--- src/rtl/nlm_norm_divider_pkg.sv ---
// Shared definitions for the NLM normalising divider: default widths, FSM states,
// and a helper that sizes the iteration counter.
package nlm_norm_divider_pkg;

  localparam int NUM_WIDTH_DEF = 20;
  localparam int DEN_WIDTH_DEF = 12;
  localparam int QUO_WIDTH_DEF = 12;

  typedef enum logic [1:0] {
    ST_IDLE = 2'd0,
    ST_CALC = 2'd1,
    ST_DONE = 2'd2
  } state_e;

  function automatic int cnt_width(input int n);
    return (n > 2) ? $clog2(n) : 1;
  endfunction

endpackage

--- src/rtl/nlm_norm_divider_if.sv ---
// Valid/ready bundle between the adder-tree reduction, the normaliser and the
// denoised pixel output.
interface nlm_norm_divider_if
  import nlm_norm_divider_pkg::*;
#(
  parameter int NUM_WIDTH = NUM_WIDTH_DEF,
  parameter int DEN_WIDTH = DEN_WIDTH_DEF,
  parameter int QUO_WIDTH = QUO_WIDTH_DEF
) ();

  logic                 in_valid;
  logic                 in_ready;
  logic [NUM_WIDTH-1:0] in_num;
  logic [DEN_WIDTH-1:0] in_den;
  logic [QUO_WIDTH-1:0] in_fallback;
  logic                 out_valid;
  logic                 out_ready;
  logic [QUO_WIDTH-1:0] out_pix;
  logic                 out_dz;
  logic                 out_sat;

  modport master (
    output in_valid, in_num, in_den, in_fallback, out_ready,
    input  in_ready, out_valid, out_pix, out_dz, out_sat
  );

  modport slave (
    input  in_valid, in_num, in_den, in_fallback, out_ready,
    output in_ready, out_valid, out_pix, out_dz, out_sat
  );

endinterface

--- src/rtl/nlm_div_step.sv ---
// One restoring-division step: shift the next numerator bit into the partial
// remainder and subtract the divisor when it fits.
module nlm_div_step #(
  parameter int DEN_WIDTH = 12
) (
  input  logic [DEN_WIDTH:0]   i_rem,
  input  logic                 i_num_bit,
  input  logic [DEN_WIDTH-1:0] i_den,
  output logic [DEN_WIDTH:0]   o_rem,
  output logic                 o_q_bit
);

  logic [DEN_WIDTH+1:0] w_shift;

  assign w_shift = {i_rem, i_num_bit};
  assign o_q_bit = (w_shift >= (DEN_WIDTH+2)'(i_den));
  // Incoming remainder is always < den, so the shifted value fits in DEN_WIDTH+1 bits.
  assign o_rem   = w_shift[DEN_WIDTH:0] - (o_q_bit ? {1'b0, i_den} : '0);

endmodule

--- src/rtl/nlm_norm_divider.sv ---
// Sequential normaliser: weighted-pixel sum / weight sum, one quotient bit per
// cycle, round-half-up, saturate to the pixel range, fallback pixel on zero weight.
module nlm_norm_divider
  import nlm_norm_divider_pkg::*;
#(
  parameter int NUM_WIDTH = NUM_WIDTH_DEF,
  parameter int DEN_WIDTH = DEN_WIDTH_DEF,
  parameter int QUO_WIDTH = QUO_WIDTH_DEF
) (
  input  logic             clk,
  input  logic             rst_n,
  nlm_norm_divider_if.slave bus
);

  localparam int CW = cnt_width(NUM_WIDTH);
  localparam logic [CW-1:0]        LAST_ITER = CW'(NUM_WIDTH - 1);
  localparam logic [QUO_WIDTH-1:0] PIX_MAX   = '1;

  state_e               r_state;
  state_e               w_state_next;
  logic [CW-1:0]        r_cnt;
  logic [NUM_WIDTH-1:0] r_num;
  logic [NUM_WIDTH-2:0] r_quo;
  logic [DEN_WIDTH-1:0] r_den;
  logic [DEN_WIDTH:0]   r_rem;
  logic [QUO_WIDTH-1:0] r_pix;
  logic                 r_dz;
  logic                 r_sat;

  logic                 w_accept;
  logic                 w_last;
  logic                 w_q_bit;
  logic [DEN_WIDTH:0]   w_rem;
  logic                 w_round_up;
  logic [NUM_WIDTH:0]   w_quo_rnd;
  logic                 w_sat;

  nlm_div_step #(.DEN_WIDTH(DEN_WIDTH)) u_step (
    .i_rem     (r_rem),
    .i_num_bit (r_num[NUM_WIDTH-1]),
    .i_den     (r_den),
    .o_rem     (w_rem),
    .o_q_bit   (w_q_bit)
  );

  assign w_accept = bus.in_valid && (r_state == ST_IDLE);
  assign w_last   = (r_cnt == LAST_ITER);

  // Rounding and saturation act on the final step's outputs so DONE is entered
  // on the same edge as the last quotient bit.
  assign w_round_up = ({w_rem, 1'b0} >= (DEN_WIDTH+2)'(r_den));
  assign w_quo_rnd  = {1'b0, r_quo, w_q_bit} + (NUM_WIDTH+1)'(w_round_up);
  assign w_sat      = |w_quo_rnd[NUM_WIDTH:QUO_WIDTH];

  always_ff @(posedge clk or negedge rst_n) begin
    if (!rst_n) begin
      r_state <= ST_IDLE;
    end else begin
      r_state <= w_state_next;
    end
  end

  always_comb begin
    w_state_next = r_state;
    case (r_state)
      ST_IDLE: begin
        if (bus.in_valid) begin
          w_state_next = (bus.in_den == '0) ? ST_DONE : ST_CALC;
        end
      end
      ST_CALC: begin
        if (w_last) begin
          w_state_next = ST_DONE;
        end
      end
      ST_DONE: begin
        if (bus.out_ready) begin
          w_state_next = ST_IDLE;
        end
      end
      default: w_state_next = ST_IDLE;
    endcase
  end

  always_ff @(posedge clk or negedge rst_n) begin
    if (!rst_n) begin
      r_cnt <= '0;
      r_num <= '0;
      r_quo <= '0;
      r_den <= '0;
      r_rem <= '0;
      r_pix <= '0;
      r_dz  <= 1'b0;
      r_sat <= 1'b0;
    end else if (w_accept) begin
      r_cnt <= '0;
      r_num <= bus.in_num;
      r_quo <= '0;
      r_den <= bus.in_den;
      r_rem <= '0;
      if (bus.in_den == '0) begin
        r_pix <= bus.in_fallback;
        r_dz  <= 1'b1;
        r_sat <= 1'b0;
      end
    end else if (r_state == ST_CALC) begin
      r_cnt <= r_cnt + 1'b1;
      r_num <= {r_num[NUM_WIDTH-2:0], 1'b0};
      r_quo <= {r_quo[NUM_WIDTH-3:0], w_q_bit};
      r_rem <= w_rem;
      if (w_last) begin
        r_pix <= w_sat ? PIX_MAX : w_quo_rnd[QUO_WIDTH-1:0];
        r_dz  <= 1'b0;
        r_sat <= w_sat;
      end
    end
  end

  assign bus.in_ready  = (r_state == ST_IDLE);
  assign bus.out_valid = (r_state == ST_DONE);
  assign bus.out_pix   = r_pix;
  assign bus.out_dz    = r_dz;
  assign bus.out_sat   = r_sat;

endmodule

--- src/flat_wrapper.sv ---
// flat-port wrapper written by rule: the top's interface ports become plain ports
module nlm_norm_divider_flat import nlm_norm_divider_pkg::*;
#(
  parameter int NUM_WIDTH = NUM_WIDTH_DEF,
  parameter int DEN_WIDTH = DEN_WIDTH_DEF,
  parameter int QUO_WIDTH = QUO_WIDTH_DEF
)
  (clk, rst_n, bus_in_valid, bus_in_num, bus_in_den, bus_in_fallback, bus_out_ready, bus_in_ready, bus_out_valid, bus_out_pix, bus_out_dz, bus_out_sat);
  nlm_norm_divider_if #(.NUM_WIDTH(NUM_WIDTH), .DEN_WIDTH(DEN_WIDTH), .QUO_WIDTH(QUO_WIDTH)) bus_i ();
  input  logic clk;
  input  logic rst_n;
  input wire logic [$bits(bus_i.in_valid)-1:0] bus_in_valid;
  input wire logic [$bits(bus_i.in_num)-1:0] bus_in_num;
  input wire logic [$bits(bus_i.in_den)-1:0] bus_in_den;
  input wire logic [$bits(bus_i.in_fallback)-1:0] bus_in_fallback;
  input wire logic [$bits(bus_i.out_ready)-1:0] bus_out_ready;
  output wire logic [$bits(bus_i.in_ready)-1:0] bus_in_ready;
  output wire logic [$bits(bus_i.out_valid)-1:0] bus_out_valid;
  output wire logic [$bits(bus_i.out_pix)-1:0] bus_out_pix;
  output wire logic [$bits(bus_i.out_dz)-1:0] bus_out_dz;
  output wire logic [$bits(bus_i.out_sat)-1:0] bus_out_sat;
  assign bus_i.in_valid = bus_in_valid;
  assign bus_i.in_num = bus_in_num;
  assign bus_i.in_den = bus_in_den;
  assign bus_i.in_fallback = bus_in_fallback;
  assign bus_i.out_ready = bus_out_ready;
  assign bus_in_ready = bus_i.in_ready;
  assign bus_out_valid = bus_i.out_valid;
  assign bus_out_pix = bus_i.out_pix;
  assign bus_out_dz = bus_i.out_dz;
  assign bus_out_sat = bus_i.out_sat;
  nlm_norm_divider #(.NUM_WIDTH(NUM_WIDTH), .DEN_WIDTH(DEN_WIDTH), .QUO_WIDTH(QUO_WIDTH)) u_core (.clk(clk), .rst_n(rst_n), .bus(bus_i));
endmodule
--- config.mk ---
export PLATFORM = sky130hd
export DESIGN_NAME = nlm_norm_divider_flat
export DESIGN_NICKNAME = d
export VERILOG_FILES = /design/src/rtl/nlm_norm_divider_pkg.sv /design/src/rtl/nlm_norm_divider_if.sv /design/src/rtl/nlm_div_step.sv /design/src/rtl/nlm_norm_divider.sv /design/src/flat_wrapper.sv
export SDC_FILE = /design/constraint.sdc
export NUM_CORES = 1
export LEC_CHECK = 0
export ABC_AREA = 1
export ABC_CLOCK_PERIOD_IN_PS = 5900
export CORE_MARGIN = 4
export CORE_UTILIZATION = 40
export DETAILED_ROUTE_END_ITERATION = 8
export GPL_TIMING_DRIVEN = 1
export PLACE_DENSITY = 0.72
export SYNTH_ARGS = -nofsm -noshare
export SYNTH_HDL_FRONTEND = slang
export SYNTH_SLANG_ARGS = --single-unit
--- constraint.sdc ---
create_clock -name clk -period 5.9 [get_ports clk]
set_input_delay 0.885 -clock clk [delete_from_list [all_inputs] [get_ports clk]]
set_output_delay 0.885 -clock clk [all_outputs]
set_load 0.05 [all_outputs]
==> out/results.ini <==
[drt]
wl_per_cell_um = 13.40
drt_drc_violations_left = 0
routed_via_density = 4.927
first_iter_violations = 249
antenna_left = 0
drt-pass1-iter-count = 5
wl_mm = 12.03
vias = 4424

[global_routing]
grt_max_degree = 85
grt_overflow = 0
antenna_found_initial = 0
grt_pass1_vias = 4211
grt_use_total = 0.1699
grt_first_pass_wirelength_mm = 20.12

[worst_setup_path]
crit_family = simple AND/OR/NAND/NOR gates
required_ns = 6.13
cp-end-kind = flop
path_class = flop to flop
worstPathArrival_ns = 5.57
cpPeakStageDelay_ns = 0.41
crit_slowest_cell = fa_1
cp_common_cell = nand2_1
cp_num_buf_inv = 6
startpoint_type = flop
path_max_fanout = 13

[die]
fp-row-count = 41
die_w_um = 121.2
boundaryPins = 64
dieArea_mm2 = 0.01470
die_h_um = 121.2
coreArea_mm2 = 0.01257
start_util = 0.4081

[sta]
fin_worst_skew_ns = 0.01236
slew_viol_final = 0
finalCritPeriodShare = 0.9057
grt_setup_unrepaired = false
tns_ns = 0
relSlewSlack = 0.2283
setup_viol = 0
fin_crit_ns = 5.344
tightest_slew_ns = 1.156
max_freq_mhz = 187.1
hold_violations = 0

[synth]
syn_avg_cell_area_um2 = 7.747
yosysTopAreaCellShare = 0.4147
syn_inst = 662
ys_types = 38
synth-edff-count = 0
synth_top_family_by_area = simple AND/OR/NAND/NOR gates
synthArstFlopShare = 1.000
synth_area_leaders = dfrtp_1 41%, nand2_1 13%, ha_1 9.5%, inv_1 7.0%, nor2_1 4.3%
synth_compound_area_frac = 0.1332
synthSimpleGateAreaFrac = 0.2430
synthXorXnorAreaFrac = 0.02049
yosysWarnings = 0
synth_mux_area_frac = 0
synthesis.area_mm2 = 0.005129
synthFlopType = dfrtp_1
synth_fa_ha_area_frac = 0.09905
synth_top_cell_by_area = dfrtp_1
syn_nets = 750
synth-seq-cells = 85
synth_seq_area_share = 0.4147

[cells_and_area]
syn_to_final_growth_pct = 22.01
drive_above_1_share = 0.05785
fin_cells = 898
final_nets = 809
antenna_cells = 0

[clock_tree]
clk_pin_slew_worst_paths_ns = 0.07
cts_buffers = 9
clock_sink_count = 85
cts_max_level = 3
cts_tree = done
clockBufferDepth = 2
clockRootBuffer = clkbuf_16
insertion_delay_ns = 0.35

[status]
status = completed

[min_path]
hold_path_class = primary input to asynchronous set/reset pin

[flow_run]
cap_viol_max_count = 0

[placed_design]
place_inst = 881
routabilityCongestion = 0.9283
hpwl_mm = 8.572
portBuffers = 63

[state kept, by name (all words and copies together), names as in the netlist]
register            count
u_core.r_quo           19
u_core.r_state          2
u_core.bus.out_pix     12
u_core.r_den           12
u_core.r_cnt            5
u_core.r_num           20
u_core.r_rem           13
u_core.bus.out_dz       1
u_core.bus.out_sat      1
[area by class of cell]
class / instances / area [um2]
Clock buffer: 10 / 239.0
Inverter: 97 / 364.1
Fill cell: 1199 / 6311
Timing Repair Buffer: 70 / 680.7
Clock inverter: 6 / 76.32
Multi-Input combinational cell: 458 / 2555
Tap cell: 172 / 215.2
Sequential cell: 85 / 2127
[worst paths after layout]
check,start,slack [ns],depth (start not counted),to
hold reg to reg,u_core.bus.out_pix[7],0.48,2,u_core.bus.out_pix[7]
max in group asynchronous,rst_n,4.40,2,u_core.r_cnt[0]
min in group clk,u_core.bus.out_pix[7],0.48,2,u_core.bus.out_pix[7]
setup reg to reg,u_core.r_den[7],0.56,37,u_core.bus.out_pix[1]
setup / recovery,u_core.r_den[7],0.56,37,u_core.bus.out_pix[1]
hold / removal,rst_n,0.31,1,u_core.bus.out_pix[7]
[logic make-up after synthesis]
logic type,after synthesis
DFF,85
xor gates and xnor gates,12
and+or+nand+nor,295
buffers and inverters,119
adders and majority gates,40
AOI/OAI and AO/OA,111
[placed cells by master (no fill, tap or decap), types with 2 or more instances in the layout]
master	n
o211ai_1	2
a22o_1	6
o21ai_0	34
clkbuf_16	9
nand3b_1	2
xor2_1	10
o21ai_1	2
inv_6	3
nand3_1	19
nor3_1	3
nand3_4	2
nor2_4	3
nand4_1	10
nor2_2	2
nand2_1	181
a21oi_1	27
o221ai_1	17
nor2_1	59
o22ai_1	17
buf_4	8
and2_1	2
nand2_2	10
ha_1	39
xnor2_1	2
clkdlybuf4s50_1	62
dfrtp_1	85
inv_1	95
[cells in the mapped netlist, types with 2 or more instances]
library cell / instances
xnor2_1: 2
nand2_2: 10
inv_1: 95
a21oi_1: 27
nor3_1: 3
nand3b_1: 2
o221ai_1: 17
a22o_1: 6
nor2_4: 3
nand2_1: 181
ha_1: 39
buf_2: 4
and2_1: 2
nor2_2: 2
nand4_1: 10
xor2_1: 10
clkbuf_1: 15
o22ai_1: 17
buf_1: 2
nor2_1: 59
dfrtp_1: 85
nand3_1: 20
o211ai_1: 2
o21ai_0: 35
[metal layers]
metal	wire length, um	vias up	track usage
li1	-	2272	-
met1	5911	2060	0.2427
met2	5374	74	0.2588
met3	472	18	0.02844
met4	273	0	0.06513
met5	0	-	0
[through the flow]
step	area, um2	setup slack [ns]	hold WS, ns	utilization
final	6257	0.5561	0.3133	0.4979
after global routing	6257	0.02121	0.3063	0.4979
after CTS	6237	0.3371	0.3035	0.4963
after detailed placement	5922	0.4132	0.4687	0.4712
after global placement	5922	0.5416	0.4626	0.4712
after floorplan	5129	1.137	0.4501	-
[repair_timing]
item,in CTS,in global routing
endpoints found under the setup margin,0,13
buffers inserted,0,1
resized for setup,0,3
hold buffers,0,0
Power is not shown: default switching activity piles up to over one toggle a cycle in this logic, so the estimate is an artifact.
==> patch, RTL diff (same flow settings) <==
Re-encode `state_e` (3 states) as one-hot, 3 bits wide.
--- a/src/rtl/nlm_norm_divider_pkg.sv
+++ b/src/rtl/nlm_norm_divider_pkg.sv
@@ -6,10 +6,10 @@
   localparam int DEN_WIDTH_DEF = 12;
   localparam int QUO_WIDTH_DEF = 12;
 
-  typedef enum logic [1:0] {
-    ST_IDLE = 2'd0,
-    ST_CALC = 2'd1,
-    ST_DONE = 2'd2
+  typedef enum logic [2:0] {
+    ST_IDLE = 3'b001,
+    ST_CALC = 3'b010,
+    ST_DONE = 3'b100
   } state_e;
 
   function automatic int cnt_width(input int n);
Function: no difference found for any inputs over 10 cycles, from zero or initial values and one cycle with rst_n low; not proved beyond that.
==> patch against the original RTL <==
- sequential cell count grew 1
- synthesized area up 3.7%
- worst setup slack got worse by 25 ps
- core utilization increased by 0.91 points
- critical endpoint is now u_core.bus.out_pix[7]
- clock skew down 4.2 ps
- design area increased by 3.9%
- wire length increased by 6.1%
==> patch: results (changes against the original RTL) <==
run_status:
  status: "finished clean"
worst_setup_path:
  r2r_start: "u_core.r_den[5]"
  rrSetupSlack_ps: 530  # -20 ps
  endpoint: "u_core.bus.out_pix[7]"
grt:
  grt_max_degree: 52  # -39%
  grt_pass1_vias: 4462  # +6.0%
  grt_pass1_wl_mm: 21.5  # +6.7%
  grt_usage: 0.179  # +0.00928
floorplanning:
  design.die.area_sq_um: 15200  # +3.4%
detailed_routing:
  dr_wl_met3_microns: 536  # +14%
  first_iter_violations: 320  # +29%
  drt-total-wl_mm: 12.8  # +6.1%
  via_per_inst: 5.06  # +2.7%
  wl_met2_mm: 5.78  # +7.5%
  top_layer: "met4"
cells_and_area:
  nonClkBufAreaFrac: 0.112  # +0.00362
  seq_share: 0.331  # -0.00872
  area_share_clock_buf_inv: 0.0498  # -0.000544
  clkbuf_count: 11  # +1
  fillers: 1229  # +2.5%
  multi_input_gates: 482  # +5.2%
  drive_gt1_frac: 0.0642  # +0.00637
  fin_nets: 846  # +4.6%
  nNonClkInverters: 104  # +7.2%
  multiInputGateArea_sq_um: 2690  # +5.2%
sta:
  fin_worst_skew_ps: 8.17  # -4.19 ps
  slew_headroom: 0.452  # +0.224
placed_design:
  place_area_sq_um: 6110  # +3.3%
synth:
  ys_seq_elements: 86  # +1.2%
  synth_common_cells: "180 x nand2_1, 102 x inv_1, 85 x dfrtp_1"
  yosysSeqAreaShare: 0.405  # -0.00970
  syn_nets: 783  # +4.4%
hold_path:
  hp-class: "register to register"
## patch: cell count changes after synthesis, sizes merged, moves of 4 or more
| cell | unedited run | this run |
|---|---|---|
| nand2 | 191 | 183 |
| inv | 96 | 104 |
| nor2 | 64 | 71 |
| o22ai | 17 | 21 |
| nand3 | 21 | 27 |
| nor3 | 3 | 12 |
## patch: worst max-delay path, delay by kind of cell, from the launching register on
| kind | cells | cell delay, ps |
|---|---|---|
| AO/OA/AOI/OAI | 6 | 810 |
| XOR/XNOR | 1 | 200 |
| adder cells (fa/ha/maj) | 4 | 1200 |
| buffers and inverters | 6 | 550 |
| flip-flops | 1 | 390 |
| AND/OR/NAND/NOR | 21 | 2090 |
## patch: repair_timing
item / 4_1_cts / 5_1_grt
setup endpoints to repair: 0 / 13
gates resized for setup: 0 / 5
endpoints found under the hold margin: 0 / 0
buffers inserted: 0 / 4
## patch: metrics by stage
| stage | std cells | hold WS (ps) | worst slack (ps) |
|---|---|---|---|
| after global placement | 915 | 464 | 536 |
| final | 935 | 478 | 531 |
| after CTS | 931 | 482 | 357 |
| after floorplan | 695 | 473 | 1050 |
| after global routing | 935 | 502 | 0.434 |
| after detailed placement | 915 | 465 | 415 |
## patch: cells by family after synthesis
logic type      count (synthesis)  synth area share
buf+inv                       127            0.0932
compound gates                115             0.133
simple gates                  312             0.249
xor+xnor                       15            0.0247
fa+ha+maj                      40            0.0956
flops                          86             0.405
## patch: routing by layer
layer,GRT usage,up-vias
li1,-,2387
met1,0.254,2233
met2,0.274,96
met3,0.0325,15
met4,0.0664,0
met5,0,-
## patch: power by group
part           total, mW  internal, mW  switching [mW]
clock              0.629         0.384           0.245
combinational       2.14         0.850            1.29
sequential         0.860         0.755           0.105
